===== src/rtl/ascii_seg_pkg.sv =====
// ascii_seg_pkg: segment patterns, ASCII constants and {g..a} bit order shared by the display driver.
package ascii_seg_pkg;
  typedef logic [6:0] seg_t;
  localparam int BIT_A = 0;
  localparam int BIT_B = 1;
  localparam int BIT_C = 2;
  localparam int BIT_D = 3;
  localparam int BIT_E = 4;
  localparam int BIT_F = 5;
  localparam int BIT_G = 6;
  localparam seg_t SEG_0 = 7'h3F;
  localparam seg_t SEG_1 = 7'h06;
  localparam seg_t SEG_2 = 7'h5B;
  localparam seg_t SEG_3 = 7'h4F;
  localparam seg_t SEG_4 = 7'h66;
  localparam seg_t SEG_5 = 7'h6D;
  localparam seg_t SEG_6 = 7'h7D;
  localparam seg_t SEG_7 = 7'h07;
  localparam seg_t SEG_8 = 7'h7F;
  localparam seg_t SEG_9 = 7'h6F;
  localparam seg_t SEG_A = 7'h77;
  localparam seg_t SEG_B = 7'h7C;
  localparam seg_t SEG_C = 7'h39;
  localparam seg_t SEG_D = 7'h5E;
  localparam seg_t SEG_E = 7'h79;
  localparam seg_t SEG_F = 7'h71;
  localparam seg_t SEG_DASH = 7'h40;
  localparam seg_t SEG_BLANK = 7'h00;
  localparam seg_t SEG_UNDERSCORE = 7'h08;
  localparam seg_t SEG_UNKNOWN = seg_t'((1 << BIT_A) | (1 << BIT_D) | (1 << BIT_G));
  localparam logic [7:0] ASCII_SPACE = 8'h20;
  localparam logic [7:0] ASCII_ZERO = 8'h30;
  localparam seg_t DIGIT_SEGS [10] = '{SEG_0, SEG_1, SEG_2, SEG_3, SEG_4, SEG_5, SEG_6, SEG_7, SEG_8, SEG_9};
endpackage


===== src/rtl/ascii_seg_decode.sv =====
// ascii_seg_decode: ASCII code to active-high {g..a} segment pattern.
module ascii_seg_decode
  import ascii_seg_pkg::*;
(
  input  logic [7:0] ch,
  output logic [6:0] pat
);
  logic [7:0] lc;
  always_comb begin
    lc = (ch >= "A" && ch <= "F") ? (ch | 8'h20) : ch;
    pat = SEG_UNKNOWN;
    if (lc >= ASCII_ZERO && lc <= ASCII_ZERO + 8'd9) pat = DIGIT_SEGS[4'(lc - ASCII_ZERO)];
    else
      case (lc)
        "a": pat = SEG_A;
        "b": pat = SEG_B;
        "c": pat = SEG_C;
        "d": pat = SEG_D;
        "e": pat = SEG_E;
        "f": pat = SEG_F;
        "-": pat = SEG_DASH;
        " ": pat = SEG_BLANK;
        "_": pat = SEG_UNDERSCORE;
        default: pat = SEG_UNKNOWN;
      endcase
  end
endmodule


===== src/rtl/ascii_scan_display.sv =====
// ascii_scan_display: ASCII character buffer scanned onto a multiplexed 7-segment display.
module ascii_scan_display
  import ascii_seg_pkg::*;
#(
  parameter int NUM_DIGITS = 4,
  parameter int CLK_DIV = 50000,
  parameter bit SEG_ACTIVE_LOW = 1'b1,
  parameter bit AN_ACTIVE_LOW = 1'b1
) (
  input  logic clk,
  input  logic rst_n,
  input  logic wr_en,
  input  logic [$clog2(NUM_DIGITS)-1:0] wr_addr,
  input  logic [7:0] wr_char,
  input  logic shift_en,
  output logic [6:0] seg,
  output logic [NUM_DIGITS-1:0] an,
  output logic [$clog2(NUM_DIGITS)-1:0] digit_idx
);
  localparam int AW = $clog2(NUM_DIGITS);
  localparam int PW = $clog2(CLK_DIV);
  localparam logic [AW-1:0] LAST_DIGIT = AW'(NUM_DIGITS - 1);
  localparam logic [PW-1:0] LAST_TICK = PW'(CLK_DIV - 1);
  logic [7:0] chars [NUM_DIGITS];
  logic [PW-1:0] presc;
  logic [6:0] pat;
  logic [NUM_DIGITS-1:0] onehot;
  logic wr_ok;
  assign wr_ok = {1'b0, wr_addr} < (AW + 1)'(NUM_DIGITS);
  assign onehot = NUM_DIGITS'(1) << digit_idx;
  ascii_seg_decode u_decode (.ch(chars[digit_idx]), .pat(pat));
  always_ff @(posedge clk or negedge rst_n) begin
    if (!rst_n) begin
      for (int i = 0; i < NUM_DIGITS; i++) chars[i] <= ASCII_SPACE;
      presc <= '0;
      digit_idx <= '0;
      seg <= SEG_ACTIVE_LOW ? ~SEG_BLANK : SEG_BLANK;
      an <= AN_ACTIVE_LOW ? '1 : '0;
    end else begin
      presc <= (presc == LAST_TICK) ? '0 : presc + 1'b1;
      if (presc == LAST_TICK) digit_idx <= (digit_idx == LAST_DIGIT) ? '0 : digit_idx + 1'b1;
      // shift has priority; a simultaneous write is dropped
      if (shift_en) begin
        for (int i = NUM_DIGITS - 1; i > 0; i--) chars[i] <= chars[i-1];
        chars[0] <= wr_char;
      end else if (wr_en && wr_ok) chars[wr_addr] <= wr_char;
      seg <= SEG_ACTIVE_LOW ? ~pat : pat;
      an <= AN_ACTIVE_LOW ? ~onehot : onehot;
    end
  end
endmodule


===== config.mk =====
export PLATFORM = sky130hd
export DESIGN_NAME = ascii_scan_display
export DESIGN_NICKNAME = d
export VERILOG_FILES = /design/src/rtl/ascii_seg_pkg.sv /design/src/rtl/ascii_seg_decode.sv /design/src/rtl/ascii_scan_display.sv
export SDC_FILE = /design/constraint.sdc
export NUM_CORES = 1
export LEC_CHECK = 0
export BUFFER_PORTS_ARGS = -buffer_cell sky130_fd_sc_hd__buf_2
export CORE_MARGIN = 8
export CORE_UTILIZATION = 50
export DETAILED_ROUTE_END_ITERATION = 10
export PLACE_DENSITY = 0.69
export SLEW_MARGIN = 20
export SYNTH_ARGS = -nofsm -noshare
export SYNTH_HDL_FRONTEND = slang
export SYNTH_SLANG_ARGS = --single-unit

===== constraint.sdc =====
create_clock -name clk -period 5.6 [get_ports clk]
set_clock_uncertainty 0.05 [all_clocks]
set_input_delay 1.12 -clock clk [delete_from_list [all_inputs] [get_ports clk]]
set_output_delay 1.12 -clock clk [all_outputs]
set_load 0.05 [all_outputs]

# ---- Word-level counts from Yosys, hierarchy flattened
# Memories as Yosys holds them, arrays and structs flattened.
# Cells that the tools add are included.
# Widths: inputs -> output; s select.
dict set report word_totals {
  register_bits 61
  latchBits 0
  ram_bits 0
  mem_bits_ro 112
  output_inout_bits 13
  n_memories 1
}
dict set report classes {
  addsub 3
  n_mul 0
  n_div 0
  magnitude_cmp 8
  n_eq_ne 11
  shifts 1
  muxes 15
  n_bitwise 5
  reduce_logical 4
}
# name depth width rd rd_ports_with_merged_regs write_ports line_no
set memory_table {}
lappend memory_table {{(name not given)} 16 7 1 0 0 ascii_seg_decode.sv:12} ;# if (lc >= ASCII_ZERO && lc <= ASCII_ZERO + 8'd9) pat = DIGIT_SEGS[4'(lc - ASCII_ZERO)];
# cell count
set op_table {}
lappend op_table {{$mux 32} 2}
lappend op_table {{$pmux 7 s9} 1}
lappend op_table {{$eq 8x7->1 const B} 7}
lappend op_table {{$bwmux 32} 1}
lappend op_table {{$mux 8} 3}
lappend op_table {{$mux 7} 3}
lappend op_table {{$add 16x1->16 const B} 1}
lappend op_table {{$bmux 8 s2} 1}
lappend op_table {{$demux 8 s2} 1}
lappend op_table {{$eq 16x16->1 const B} 1}
lappend op_table {{$eq 8x6->1 const B} 2}
lappend op_table {{$mux 16} 1}
lappend op_table {{$ge 8x6->1 const B} 1}
lappend op_table {{$ge 8x7->1 const B} 1}
lappend op_table {{$le 8x6->1 const B} 1}
lappend op_table {{$le 8x7->1 const B} 1}
lappend op_table {{$not 7->7} 1}
lappend op_table {{$ge 3x3->1 const B} 2}
lappend op_table {{$mux 6} 1}
lappend op_table {{$not 2->3} 2}
lappend op_table {{$ge 5x5->1 const B} 1}
lappend op_table {{$not 4->5} 1}
lappend op_table {{$not 4->4} 1}
lappend op_table {{$shl 1x2->4 const A} 1}
lappend op_table {{other kinds (7)} 9}

# ---- Depth between registers and ports, before layout
dict set report logic_depth {
  word_depth 14
  ltp_mapped 10
}

# ---- Cells and area by module
# From an unflattened synthesis, not the netlist that was laid out.
dict set report unflattened {
  hier_cells 316
  area_unflattened_um2 3325.7
}
# mod n_inst cells_each area_each_um2
set by_module_without_submodules {}
lappend by_module_without_submodules {ascii_scan_display 1 239 2846.5}
lappend by_module_without_submodules {ascii_seg_decode 1 77 479.2}

# ---- Worst setup path after synthesis
# Ideal clock, no wire load.
dict set report synth_path {
  path_kind {register to register}
  from {register digit_idx[0]}
  to {register seg[6]}
  setup_time_ns 0.091
  arrival_ns 2.862
  required_ns 5.459
  path_slack_ns 2.598
  stages_incl_launch_ff 10
  path_buffers 1
  synth_period_minus_slack_ns 3.002
  cell_sequence {dfrtp_1 > buf_6 > mux4_1 > ha_1 > nand2b_1 > nor3b_1 > a211oi_2 > o31ai_4 > a2111oi_1 > nor3_1}
}
dict set report synth_via {
  elab_chain_cells 12
  word_cells_on_any_way 28
  classes_between {add/sub: 1; order compare: 4; eq/ne: 9; mux: 8; bitwise: 3; reduce/logical: 2; memory: 1}
}
# item line_no
set synth_rtl {}
lappend synth_rtl {{start: declaration} ascii_scan_display.sv:18} ;# output logic [$clog2(NUM_DIGITS)-1:0] digit_idx
lappend synth_rtl {{start signal: assignment} ascii_scan_display.sv:41} ;# if (presc == LAST_TICK) digit_idx <= (digit_idx == LAST_DIGIT) ? '0 : digit_idx + 1'b1;
lappend synth_rtl {{$not 2->3 (implied by the code) (*)} ascii_scan_display.sv:31} ;# ascii_seg_decode u_decode (.ch(chars[digit_idx]), .pat(pat));
lappend synth_rtl {{$bmux 8 s2 (*)} ascii_scan_display.sv:31}
lappend synth_rtl {{$mux 8 (implied by the code) (*) (2 in series)} ascii_scan_display.sv:31}
lappend synth_rtl {{$mux 6} ascii_seg_decode.sv:10} ;# lc = (ch >= "A" && ch <= "F") ? (ch | 8'h20) : ch;
lappend synth_rtl {{$sub 4x1->4} ascii_seg_decode.sv:12}
lappend synth_rtl {{$not 4->5 (implied by the code)} ascii_seg_decode.sv:12}
lappend synth_rtl {{$mem_v2 16x7} -}
lappend synth_rtl {{$mux 7 (implied by the code) (2 in series)} ascii_seg_decode.sv:12}
lappend synth_rtl {{$mux 7 (*)} ascii_seg_decode.sv:12}
lappend synth_rtl {{$not 7->7 (*)} ascii_scan_display.sv:47} ;# seg <= SEG_ACTIVE_LOW ? ~pat : pat;
lappend synth_rtl {{end signal: assignment} ascii_scan_display.sv:37} ;# seg <= SEG_ACTIVE_LOW ? ~SEG_BLANK : SEG_BLANK;
lappend synth_rtl {{end signal: assignment} ascii_scan_display.sv:47}
lappend synth_rtl {{end: declaration} ascii_scan_display.sv:16} ;# output logic [6:0] seg,
# Mark *: on every way between the ends. The rest lies on a longest branch, timed or not. The select of a mux whose other input is x is not followed.
# A chain may end at the register's enable or synchronous reset.

# ---- Final worst setup path
# Same ends and word-level chain as after synthesis.

==> results.ini <==
[clocking]
h-tree-depth = 3
insertion_delay_ps = 340
cts_resized = 0
holdBufCountCts = 0
cts.sinks = 61
cts.path.max_buffers = 2
cts_buffers = 9
postCtsSetupRepairBufs = 0
cts_tree = done
clkTransAtPathRegs_ps = 60
cts_root_buffer = clkbuf_8

[setup_path]
cp_max_fo = 12
cp-end-kind = flip-flop
cp_num_buf_inv = 1
slowest_delay_ps = 740
crit_arrival_ps = 3290
start_kind = flip-flop
critPathKind = reg -> reg
critical_path.top_delay_family = flip-flops
crit_chain = mux4_1 -> inv_1 -> ha_1 -> nand2b_1 -> nor3b_1 -> a211oi_2 -> o31ai_4 -> a2111oi_1 -> nor3_1
slowest_stage = dfrtp_1
worstPathRequired_ps = 5800

[place]
placedCellCount = 398
gp_congestion = 0.879
hpwl_um = 4600
io_buffer_count = 26

[grt]
grt_pass1_wl_um = 11400
grt_pass1_vias = 2365
overflow = 0
grt_util_all_layers_pct = 14.9
grt_max_degree = 62
antenna_found_initial = 0

[final_layout]
final_cell_count_no_fill = 414
nNetsFinal = 356
area_growth_pct = 11.2
layout-drive-gt1-share_pct = 24.0
n_fill_cell = 553
n_antenna_cell = 0

[detailed_routing]
drc = 0
drtIter0Drc = 96
final_antenna_net_count = 0
wl_per_cell_um = 16.0
vias = 2318
vias_per_cell = 5.60
wl_um = 6610
drt-pass1-iter-count = 5

[hold_path]
hp-class = reg -> reg

[logic_synthesis]
ys_seq_elements = 61
syn_area_um2 = 3270
synth-edff-count = 0
postSynthAreaPerCell_um2 = 10.7
yosysWarningCount = 0
async_flop_share_pct = 100
syn-instance-count = 306
yosysSeqAreaShare_pct = 47.2
synth_cell_types = 48
synth_fp_nets = 330
synth-main-ff-cell = dfrtp_1

[timing]
hold_viol = 0
fin_hold_ws_ps = 401
rsz0062_at_grt = false
clock.fmax_mhz = 324
min_period_ps = 3090
worst_pin_slew_ps = 811
fin_crit_sh_pct = 55.1
setup_tns_ps = 0
slew-limit-headroom_pct = 45.7
slew_violations = 0
finalSetupViolations = 0

[floorplanning]
io_pins = 27
core_um2 = 6350
die_h_um = 96.9
die_area_um2 = 9390
fp.dieW_um = 96.9
initial_utilization_pct = 51.6
num_rows = 29

[power]
powerDensity_nw_per_um2 = 284
ir_drop_mv = 0.209
power_leakage_nw = 1.71
switching_share_pct = 28.4
power_frac_clock_pct = 35.6
seq_power_share_pct = 48.8
combPwrFrac_pct = 15.6
power.internal_uw = 739
power.switching_uw = 294

[job]
cap_viol_max_count = 0

[status]
status = complete, no violations

[worst paths after layout]
path	cells after the start	end	startpoint	slack (ps)
max reg2reg	9	seg[6]$_DFF_PN1_	digit_idx[0]$_DFFE_PN0N_	2510
min in group asynchronous	2	chars[26]$_DFFE_PN0P_	rst_n	880
max	9	seg[6]$_DFF_PN1_	digit_idx[0]$_DFFE_PN0N_	2510
min	1	presc[0]$_DFF_PN0_	presc[0]$_DFF_PN0_	400
min reg2reg	1	presc[0]$_DFF_PN0_	presc[0]$_DFF_PN0_	400
max in group asynchronous	2	presc[6]$_DFF_PN0_	rst_n	4110
[state kept, by name, summed over array words and instances (netlist names)]
register	cells
chars	32
seg	7
digit_idx	2
presc	16
an	4
[cells in the mapped netlist, types with 7 or more instances]
| cell | n | area [um^2] |
|---|---|---|
| mux4_2 | 7 | 158 |
| clkbuf_1 | 8 | 30.0 |
| xor2_1 | 8 | 70.1 |
| o21ai_0 | 31 | 155 |
| and3_1 | 7 | 43.8 |
| mux2_2 | 8 | 90.1 |
| dfstp_2 | 15 | 394 |
| nor2_1 | 24 | 90.1 |
| ha_1 | 10 | 125 |
| nand2_1 | 36 | 135 |
| inv_1 | 11 | 41.3 |
| mux2i_1 | 25 | 250 |
| dfrtp_1 | 46 | 1150 |
| nand3_1 | 11 | 55.1 |
[cells by family (layout without fill, tap and decap cells)]
| group | Yosys count | count (layout) | share of synthesized area [%] |
|---|---|---|---|
| and+or+nand+nor | 102 | 102 | 15.2 |
| DFF | 61 | 61 | 47.2 |
| AOI/OAI and AO/OA | 56 | 56 | 11.3 |
| muxes | 41 | 41 | 16.0 |
| buffers and inverters | 23 | 54 | 2.98 |
| xor gates and xnor gates | 13 | 13 | 3.48 |
| adders and majority gates | 10 | 10 | 3.82 |
[power groups by stage]
stage / registers [mW] / clock network (mW) / logic [mW]
after global placement: 0.510 / 0 / 0.158
after floorplan: 0.517 / 0 / 0.106
final: 0.504 / 0.367 / 0.161
after detailed placement: 0.513 / 0 / 0.161
after CTS: 0.505 / 0.379 / 0.161
after global routing: 0.509 / 0.399 / 0.180
[per-layer routing]
layer / share of wire [%] / track usage [%]
met5: 0 / 0
met4: 2.1 / 7.69
met3: 4.2 / 4.20
met2: 46 / 23.1
met1: 47 / 18.3
[cell type report]
cell class,instances,area [um^2],area share (%)
flip-flops and latches,61,1550,42.5
well taps,77,96.3,2.65
clock inverters,3,18.8,0.516
multi-input cells,222,1630,44.8
inverters,11,41.3,1.13
clock buffers,13,169,4.64
repair buffers,27,138,3.78
[worst reg2reg max path, stage by stage, from the launching register on]
cell and delay (ps):
dfrtp_1 740, mux4_1 740, inv_1 130, ha_1 280, nand2b_1 100, nor3b_1 170
a211oi_2 290, o31ai_4 100, a2111oi_1 330, nor3_1 100
[layout by cell type (no fill, tap or decap), drive strengths merged, types with 2 or more instances in the layout]
cell type	count
a211oi	4
nor2b	3
o31ai	2
nand2	37
inv	11
ha	10
nand3b	2
nand3	11
xnor2	5
nor3b	5
clkbuf	13
o21ai	33
dfstp	15
nor2	25
dfrtp	46
buf	27
nor3	3
nand2b	5
mux2i	25
a22oi	2
mux4	8
a21oi	5
clkinv	3
xor2	8
and3	7
mux2	8
[per-stage QoR]
stage / power [mW] / setup slack (ps) / util (%) / cell area, um^2
2_1_floorplan: 0.623 / 2600 / - / 3270
3_3_place_gp: 0.668 / 2570 / 54.4 / 3450
3_5_place_dp: 0.673 / 2500 / 54.4 / 3450
4_1_cts: 1.05 / 2490 / 57.3 / 3640
5_1_grt: 1.09 / 2200 / 57.3 / 3640
6_report: 1.03 / 2510 / 57.3 / 3640
Note: power is estimated with default switching activity, not from simulation.
